[config.mk]
export PLATFORM = sky130hd
export DESIGN_NAME = ece571_alu_mc
export DESIGN_NICKNAME = d
export VERILOG_FILES = /design/src/rtl/ece571_cpu_pkg.sv /design/src/rtl/ece571_alu_mc_mul_iter.sv /design/src/rtl/ece571_alu_mc.sv
export SDC_FILE = /design/constraint.sdc
export NUM_CORES = 1
export LEC_CHECK = 0
export BUFFER_PORTS_ARGS = -buffer_cell sky130_fd_sc_hd__buf_4
export CORE_AREA = 8 8 193 195
export DETAILED_ROUTE_END_ITERATION = 6
export DIE_AREA = 0 0 201 203
export PLACE_DENSITY = 0.86
export SLEW_MARGIN = 20
export SYNTH_ARGS = -nofsm -noshare
export SYNTH_HDL_FRONTEND = slang
export SYNTH_SLANG_ARGS = --single-unit
[constraint.sdc]
create_clock -name clk -period 8.8 [get_ports clk]
set_input_delay 1.32 -clock clk [delete_from_list [all_inputs] [get_ports clk]]
set_output_delay 1.32 -clock clk [all_outputs]
set_load 0.02 [all_outputs]
[src/rtl/ece571_cpu_pkg.sv]
// -----------------------------------------------------------------------------
// ece571_cpu_pkg
// Shared CPU types: the ALU opcode set (original encodings 0-4 plus the
// shift/multiply extensions 5-8), the ALU condition-flag bundle and the state
// type of the multi-cycle ALU control FSM.
// -----------------------------------------------------------------------------
package ece571_cpu_pkg;

    // Encodings 0..4 are the legacy combinational-ALU ops and must not move.
    typedef enum logic [3:0] {
        OP_ADD = 4'd0,
        OP_SUB = 4'd1,
        OP_AND = 4'd2,
        OP_OR  = 4'd3,
        OP_XOR = 4'd4,
        OP_SLL = 4'd5,
        OP_SRL = 4'd6,
        OP_SRA = 4'd7,
        OP_MUL = 4'd8
    } opcode_t;

    // Condition flags: zero, negative, carry/borrow, signed overflow.
    typedef struct packed {
        logic z;
        logic n;
        logic c;
        logic v;
    } alu_flags_t;

    typedef enum logic [1:0] {
        IDLE = 2'd0,
        MUL  = 2'd1,
        HOLD = 2'd2
    } alu_state_t;

    // True for the only opcode that takes the multi-cycle path.
    function automatic logic op_is_mul(input opcode_t op);
        return (op == OP_MUL);
    endfunction

endpackage

[src/rtl/ece571_alu_mc_mul_iter.sv]
// -----------------------------------------------------------------------------
// ece571_mul_iter
// Iterative shift-add unsigned multiplier. Operands are captured on the cycle
// start is high; one multiplier bit is consumed per clock for exactly N clocks,
// after which done pulses for one cycle with the full 2N-bit product.
// Ports:
//   clk, reset   shared clock / asynchronous active-high reset
//   start        capture a and b and begin a multiply
//   a, b         N-bit unsigned operands
//   done         one-cycle pulse, product valid while high
//   product      2N-bit unsigned product
// -----------------------------------------------------------------------------
module ece571_mul_iter #(
    parameter int N = 32
) (
    input  logic           clk,
    input  logic           reset,
    input  logic           start,
    input  logic [N-1:0]   a,
    input  logic [N-1:0]   b,
    output logic           done,
    output logic [2*N-1:0] product
);

    localparam int CW = $clog2(N) + 1;
    localparam logic [CW-1:0] C_LAST = CW'(N);

    logic [2*N-1:0] r_mcand;
    logic [N-1:0]   r_mplier;
    logic [2*N-1:0] r_prod;
    logic [CW-1:0]  r_cnt;
    logic           r_busy;

    // Shift-add iteration: add the shifted multiplicand when the current
    // multiplier LSB is set, then advance both operands by one bit.
    always_ff @(posedge clk or posedge reset) begin
        if (reset) begin
            r_mcand  <= {(2*N){1'b0}};
            r_mplier <= {N{1'b0}};
            r_prod   <= {(2*N){1'b0}};
            r_cnt    <= {CW{1'b0}};
            r_busy   <= 1'b0;
        end else if (start) begin
            r_mcand  <= {{N{1'b0}}, a};
            r_mplier <= b;
            r_prod   <= {(2*N){1'b0}};
            r_cnt    <= {CW{1'b0}};
            r_busy   <= 1'b1;
        end else if (r_busy) begin
            if (r_cnt == C_LAST) begin
                // The done cycle: product has been presented, go quiet.
                r_busy <= 1'b0;
            end else begin
                if (r_mplier[0]) begin
                    r_prod <= r_prod + r_mcand;
                end else begin
                    r_prod <= r_prod;
                end
                r_mcand  <= r_mcand << 1;
                r_mplier <= r_mplier >> 1;
                r_cnt    <= r_cnt + {{(CW-1){1'b0}}, 1'b1};
            end
        end else begin
            r_busy <= 1'b0;
        end
    end

    assign done    = r_busy && (r_cnt == C_LAST);
    assign product = r_prod;

endmodule

[src/rtl/ece571_alu_mc.sv]
// -----------------------------------------------------------------------------
// ece571_alu_mc
// Multi-cycle handshaked ALU stage. Single-cycle ops (add/sub/logic/shifts and
// unsupported opcodes) complete with latency 1; MUL runs on the iterative
// multiplier for N cycles. Results, flags and the illegal indication are held
// in an output register until the consumer takes them.
// Ports:
//   clk, reset            clock / asynchronous active-high reset
//   in_valid, in_ready    input handshake (transfer when both high)
//   opcode, a, b          operation and operands (captured at transfer)
//   out_valid, out_ready  output handshake (transfer when both high)
//   result, flags         registered result and {z, n, c, v}
//   illegal               registered unsupported-opcode indication
// -----------------------------------------------------------------------------
module ece571_alu_mc
    import ece571_cpu_pkg::*;
#(
    parameter int N = 32
) (
    input  logic         clk,
    input  logic         reset,
    input  logic         in_valid,
    output logic         in_ready,
    input  opcode_t      opcode,
    input  logic [N-1:0] a,
    input  logic [N-1:0] b,
    output logic         out_valid,
    input  logic         out_ready,
    output logic [N-1:0] result,
    output alu_flags_t   flags,
    output logic         illegal
);

    localparam int SW = $clog2(N);

    alu_state_t     r_state;
    alu_state_t     w_state_nxt;
    logic           w_accept;
    logic           w_mul_start;
    logic           w_load_single;
    logic           w_load_mul;
    logic           w_mul_done;
    logic [2*N-1:0] w_product;
    logic [N:0]     w_sum;
    logic [N:0]     w_diff;
    logic [SW-1:0]  w_shamt;
    logic [N-1:0]   w_res;
    alu_flags_t     w_flags;
    logic           w_illegal;
    alu_flags_t     w_mflags;

    logic [N-1:0]   r_result;
    alu_flags_t     r_flags;
    logic           r_illegal;
    logic           r_out_valid;

    // in_ready is combinational from out_ready so HOLD can drain and accept
    // on the same edge.
    assign in_ready      = (r_state == IDLE) || ((r_state == HOLD) && out_ready);
    assign w_accept      = in_valid && in_ready;
    assign w_mul_start   = w_accept && op_is_mul(opcode);
    assign w_load_single = w_accept && !op_is_mul(opcode);
    assign w_load_mul    = (r_state == MUL) && w_mul_done;

    ece571_mul_iter #(.N(N)) u_mul (
        .clk     (clk),
        .reset   (reset),
        .start   (w_mul_start),
        .a       (a),
        .b       (b),
        .done    (w_mul_done),
        .product (w_product)
    );

    // Single-cycle datapath and flags, evaluated on the operands being accepted.
    always_comb begin
        w_sum     = {1'b0, a} + {1'b0, b};
        w_diff    = {1'b0, a} - {1'b0, b};
        w_shamt   = b[SW-1:0];
        w_res     = {N{1'b0}};
        w_flags   = 4'b0000;
        w_illegal = 1'b0;
        case (opcode)
            OP_ADD: begin
                w_res     = w_sum[N-1:0];
                w_flags.c = w_sum[N];
                // Overflow: like-signed operands, result sign differs.
                w_flags.v = (a[N-1] == b[N-1]) && (w_sum[N-1] != a[N-1]);
            end
            OP_SUB: begin
                w_res     = w_diff[N-1:0];
                // Bit N of the widened difference is the borrow (a < b).
                w_flags.c = w_diff[N];
                w_flags.v = (a[N-1] != b[N-1]) && (w_diff[N-1] != a[N-1]);
            end
            OP_AND: w_res = a & b;
            OP_OR:  w_res = a | b;
            OP_XOR: w_res = a ^ b;
            OP_SLL: w_res = a << w_shamt;
            OP_SRL: w_res = a >> w_shamt;
            OP_SRA: w_res = $unsigned($signed(a) >>> w_shamt);
            OP_MUL: w_res = {N{1'b0}};
            default: w_illegal = 1'b1;
        endcase
        w_flags.z = (w_res == {N{1'b0}});
        w_flags.n = w_res[N-1];
    end

    // Multiply flags: carry reports a non-zero upper half of the product.
    always_comb begin
        w_mflags   = 4'b0000;
        w_mflags.z = (w_product[N-1:0] == {N{1'b0}});
        w_mflags.n = w_product[N-1];
        w_mflags.c = |w_product[2*N-1:N];
    end

    // Control FSM state register.
    always_ff @(posedge clk or posedge reset) begin
        if (reset) begin
            r_state <= IDLE;
        end else begin
            r_state <= w_state_nxt;
        end
    end

    // Control FSM next-state logic.
    always_comb begin
        w_state_nxt = r_state;
        case (r_state)
            IDLE: begin
                if (w_accept) begin
                    w_state_nxt = op_is_mul(opcode) ? MUL : HOLD;
                end else begin
                    w_state_nxt = IDLE;
                end
            end
            MUL: begin
                if (w_mul_done) begin
                    w_state_nxt = HOLD;
                end else begin
                    w_state_nxt = MUL;
                end
            end
            HOLD: begin
                if (!out_ready) begin
                    w_state_nxt = HOLD;
                end else if (w_accept) begin
                    w_state_nxt = op_is_mul(opcode) ? MUL : HOLD;
                end else begin
                    w_state_nxt = IDLE;
                end
            end
            default: w_state_nxt = IDLE;
        endcase
    end

    // Output register: loads on a single-cycle accept or on multiplier done,
    // otherwise holds (covers back-pressure).
    always_ff @(posedge clk or posedge reset) begin
        if (reset) begin
            r_result    <= {N{1'b0}};
            r_flags     <= 4'b0000;
            r_illegal   <= 1'b0;
            r_out_valid <= 1'b0;
        end else begin
            r_out_valid <= (w_state_nxt == HOLD);
            if (w_load_single) begin
                r_result  <= w_res;
                r_flags   <= w_flags;
                r_illegal <= w_illegal;
            end else if (w_load_mul) begin
                r_result  <= w_product[N-1:0];
                r_flags   <= w_mflags;
                r_illegal <= 1'b0;
            end else begin
                r_result  <= r_result;
                r_flags   <= r_flags;
                r_illegal <= r_illegal;
            end
        end
    end

    assign out_valid = r_out_valid;
    assign result    = r_result;
    assign flags     = r_flags;
    assign illegal   = r_illegal;

endmodule

==> results.cfg <==
[hold_path]
hold_class = reg2reg

[global_routing]
grt_max_degree = 132
grt_pass1_wl_mm = 139.0
grt_usage = 0.4325
overflow = 0
grt_pass1_vias = 22440
antenna_found_initial = 2

[finish]
syn_to_final_growth_pct = 6.980
regArea_um2 = 5155
final_common_cell = nand2_1
final_layout_size_suffix_gt1_frac = 0.09894
final_cell_mix = nand2_1, nor2_1, a21oi_1
multi_input_comb_area_um2 = 15170
layout.cells.non_filler = 3296
fillCellCount = 2750
final_nets = 3072

[floorplanning]
start_util = 0.6341
io_pins = 111
die_width_um = 201
core_um2 = 34120
rows = 68
die-area_um2 = 40800
fp.dieH_um = 203

[synthesis]
synthesis.nets = 3102
ys_ff_latch = 206
synthSimpleGateAreaFrac = 0.2178
postSynthCellCount = 2856
seq_area_frac_synth = 0.2383
synthDistinctLibCells = 99
synth_edf_count = 0
synth_top_family_by_area = compound AO/OA/AOI/OAI gates
synthFlopType = dfrtp_1
synthesis.area_um2 = 21640
yosys.area_share.adder = 0.1017
synthMuxAreaShare = 0.07385
synthArstFlopShare = 1.000
yosys_warnings = 0
syn_area_per_cell_um2 = 7.576
synth_compound_area_frac = 0.2807
synth-xor-area-share = 0.02510

[sta]
period_needed_ps = 5790
setup_ws_ps = 3010
skew_ps = 17.92
finalSetupTns_ps = 0
max_freq_mhz = 172.7
tightest_slew_ps = 1173
fin_crit_sh = 0.6580
holdWs_ps = 474.3
hold_violations = 0
slew_headroom = 0.2183
setup_viol = 0
drv_slew = 0
rsz0062_at_grt = no

[pwr]
cellPowerDensity_nw_per_um2 = 263.0
ir_drop_v = 0.0004621
p_leak_nw = 10.38

[flow_run]
maxCapViolations = 0

[place]
dp_slack_ps = 2651
placed_cells_incl_taps = 3256
gp_congestion = 1.186
dp_hpwl_mm = 68.61
port_buffers = 110

[clock_network]
hold_buffers = 0
postCtsSetupRepairBufs = 0
cts_num_sinks = 206
htreeDepth = 1
cts_root_buffer = clkbuf_16
clk_pin_slew_worst_paths_ps = 60
cts_tree = yes
cts_buffers = 23
worstSkewPairLatency_ps = 550
cts_resized = 0
cts.path.max_buffers = 3

[routing]
top_layer_used = met5
postRouteAntennaNets = 0
wl_met1_mm = 33.86
drc = 0
viasPerCell = 7.413
wl_met2_mm = 38.21
totalWireLength_mm = 92.79
drtIter0Drc = 3754
avgRoutedWirePerCell_um = 28.15
vias = 24430
dr_wl_met3_mm = 14.53
firstDrtPassIters = 7

[critical_path]
worstPathArrival_ps = 6240
end_kind = flip-flop
cp_max_fo = 45
criticalPathCategory = in2reg
required_ps = 9250
start_kind = primary input

[status]
status = finished, final reports clean
-- final cells by class --
class | instances | share of cell area
Tap cell | 455 | 0.02460
Inverter | 122 | 0.02011
Multi-Input combinational cell | 2331 | 0.6555
Clock inverter | 6 | 0.002703
Timing Repair Buffer | 142 | 0.04606
Antenna cell | 1 | 0.0001081
Sequential cell | 206 | 0.2227
Clock buffer | 33 | 0.02822
-- critical path, cell delays in order --
cell and delay [ps]:
buf_4 500, clkinv_1 600, ha_1 530, nand3_1 140, a211oi_1 360, o21ai_0 260, a31oi_1 350, a221o_1 370
o211a_1 200, nor4_1 50, or3_1 450, nor3b_1 310, nand4b_1 130, or4_1 460, o31ai_2 200
-- logic make-up after synthesis --
group	after synthesis
simple gates	1058
compound gates	907
buf+inv	319
flops	206
fa+ha+maj	174
mux	130
xor+xnor	62
-- through the flow --
stage                     cell area, um2    util  power [mW]
after floorplan                    21640       -       3.926
after global placement             22430  0.6573       4.815
after detailed placement           22430  0.6574       4.952
after CTS                          23140  0.6783       5.940
after global routing               23140  0.6783       6.398
final                              23150  0.6784       6.087
-- state kept, by name, indices dropped and copies added, names as in the netlist --
register and cells:
u_mul.product 64, u_mul.r_mcand 64, result 32, u_mul.r_mplier 32
u_mul.r_cnt 6, flags 3, r_state 2, illegal 1
out_valid 1, u_mul.r_busy 1
-- power breakdown --
group | total (mW) | switching [mW] | internal, mW
combinational | 3.35 | 2.14 | 1.21
clock | 0.952 | 0.409 | 0.543
sequential | 1.79 | 0.443 | 1.35
total | 6.09 | 2.99 | 3.10
-- per-layer routing --
layer | GRT usage | vias up
li1 | - | 10370
met1 | 0.5516 | 11540
met2 | 0.6262 | 2068
met3 | 0.1605 | 444
met4 | 0.2389 | 4
met5 | 0 | -
-- worst paths after layout --
check | startpoint | end | slack, ps | cells past startpoint
setup / recovery | b[1] | flags[3]$_DFFE_PP0P_ | 3010 | 15
min in group asynchronous | reset | u_mul.r_mplier[15]$_DFFE_PP0P_ | 940 | 2
max in group asynchronous | reset | u_mul.product[53]$_DFFE_PP0P_ | 6330 | 3
setup reg to reg | u_mul.product[11]$_DFFE_PP0P_ | u_mul.product[50]$_DFFE_PP0P_ | 3920 | 12
hold reg to reg | r_state[1]$_DFF_PP0_ | r_state[0]$_DFF_PP0_ | 470 | 1
hold / removal | r_state[1]$_DFF_PP0_ | r_state[0]$_DFF_PP0_ | 470 | 1
-- synth_stat cells (22+ instances only) --
master / n / area (um2)
nand2_1: 462 / 1734
nor2_1: 302 / 1134
a21oi_1: 261 / 1306
dfrtp_1: 206 / 5155
ha_1: 171 / 2140
o21ai_0: 142 / 710.7
clkbuf_1: 137 / 514.2
inv_1: 117 / 439.2
a31oi_1: 86 / 538.0
mux2i_1: 75 / 750.7
nor3_1: 46 / 230.2
a21o_1: 45 / 337.8
nand3_1: 40 / 200.2
nor4_1: 38 / 237.7
a221oi_1: 35 / 306.5
xnor2_1: 35 / 306.5
mux2_2: 32 / 360.4
a211oi_1: 30 / 225.2
buf_2: 29 / 145.1
xor2_1: 27 / 236.5
o22ai_1: 26 / 162.7
nor2b_1: 25 / 156.4
a22oi_1: 24 / 180.2
nand4_1: 24 / 150.1
o211ai_1: 23 / 172.7
and3_1: 22 / 137.6
Power figures use the tool's default switching activity.
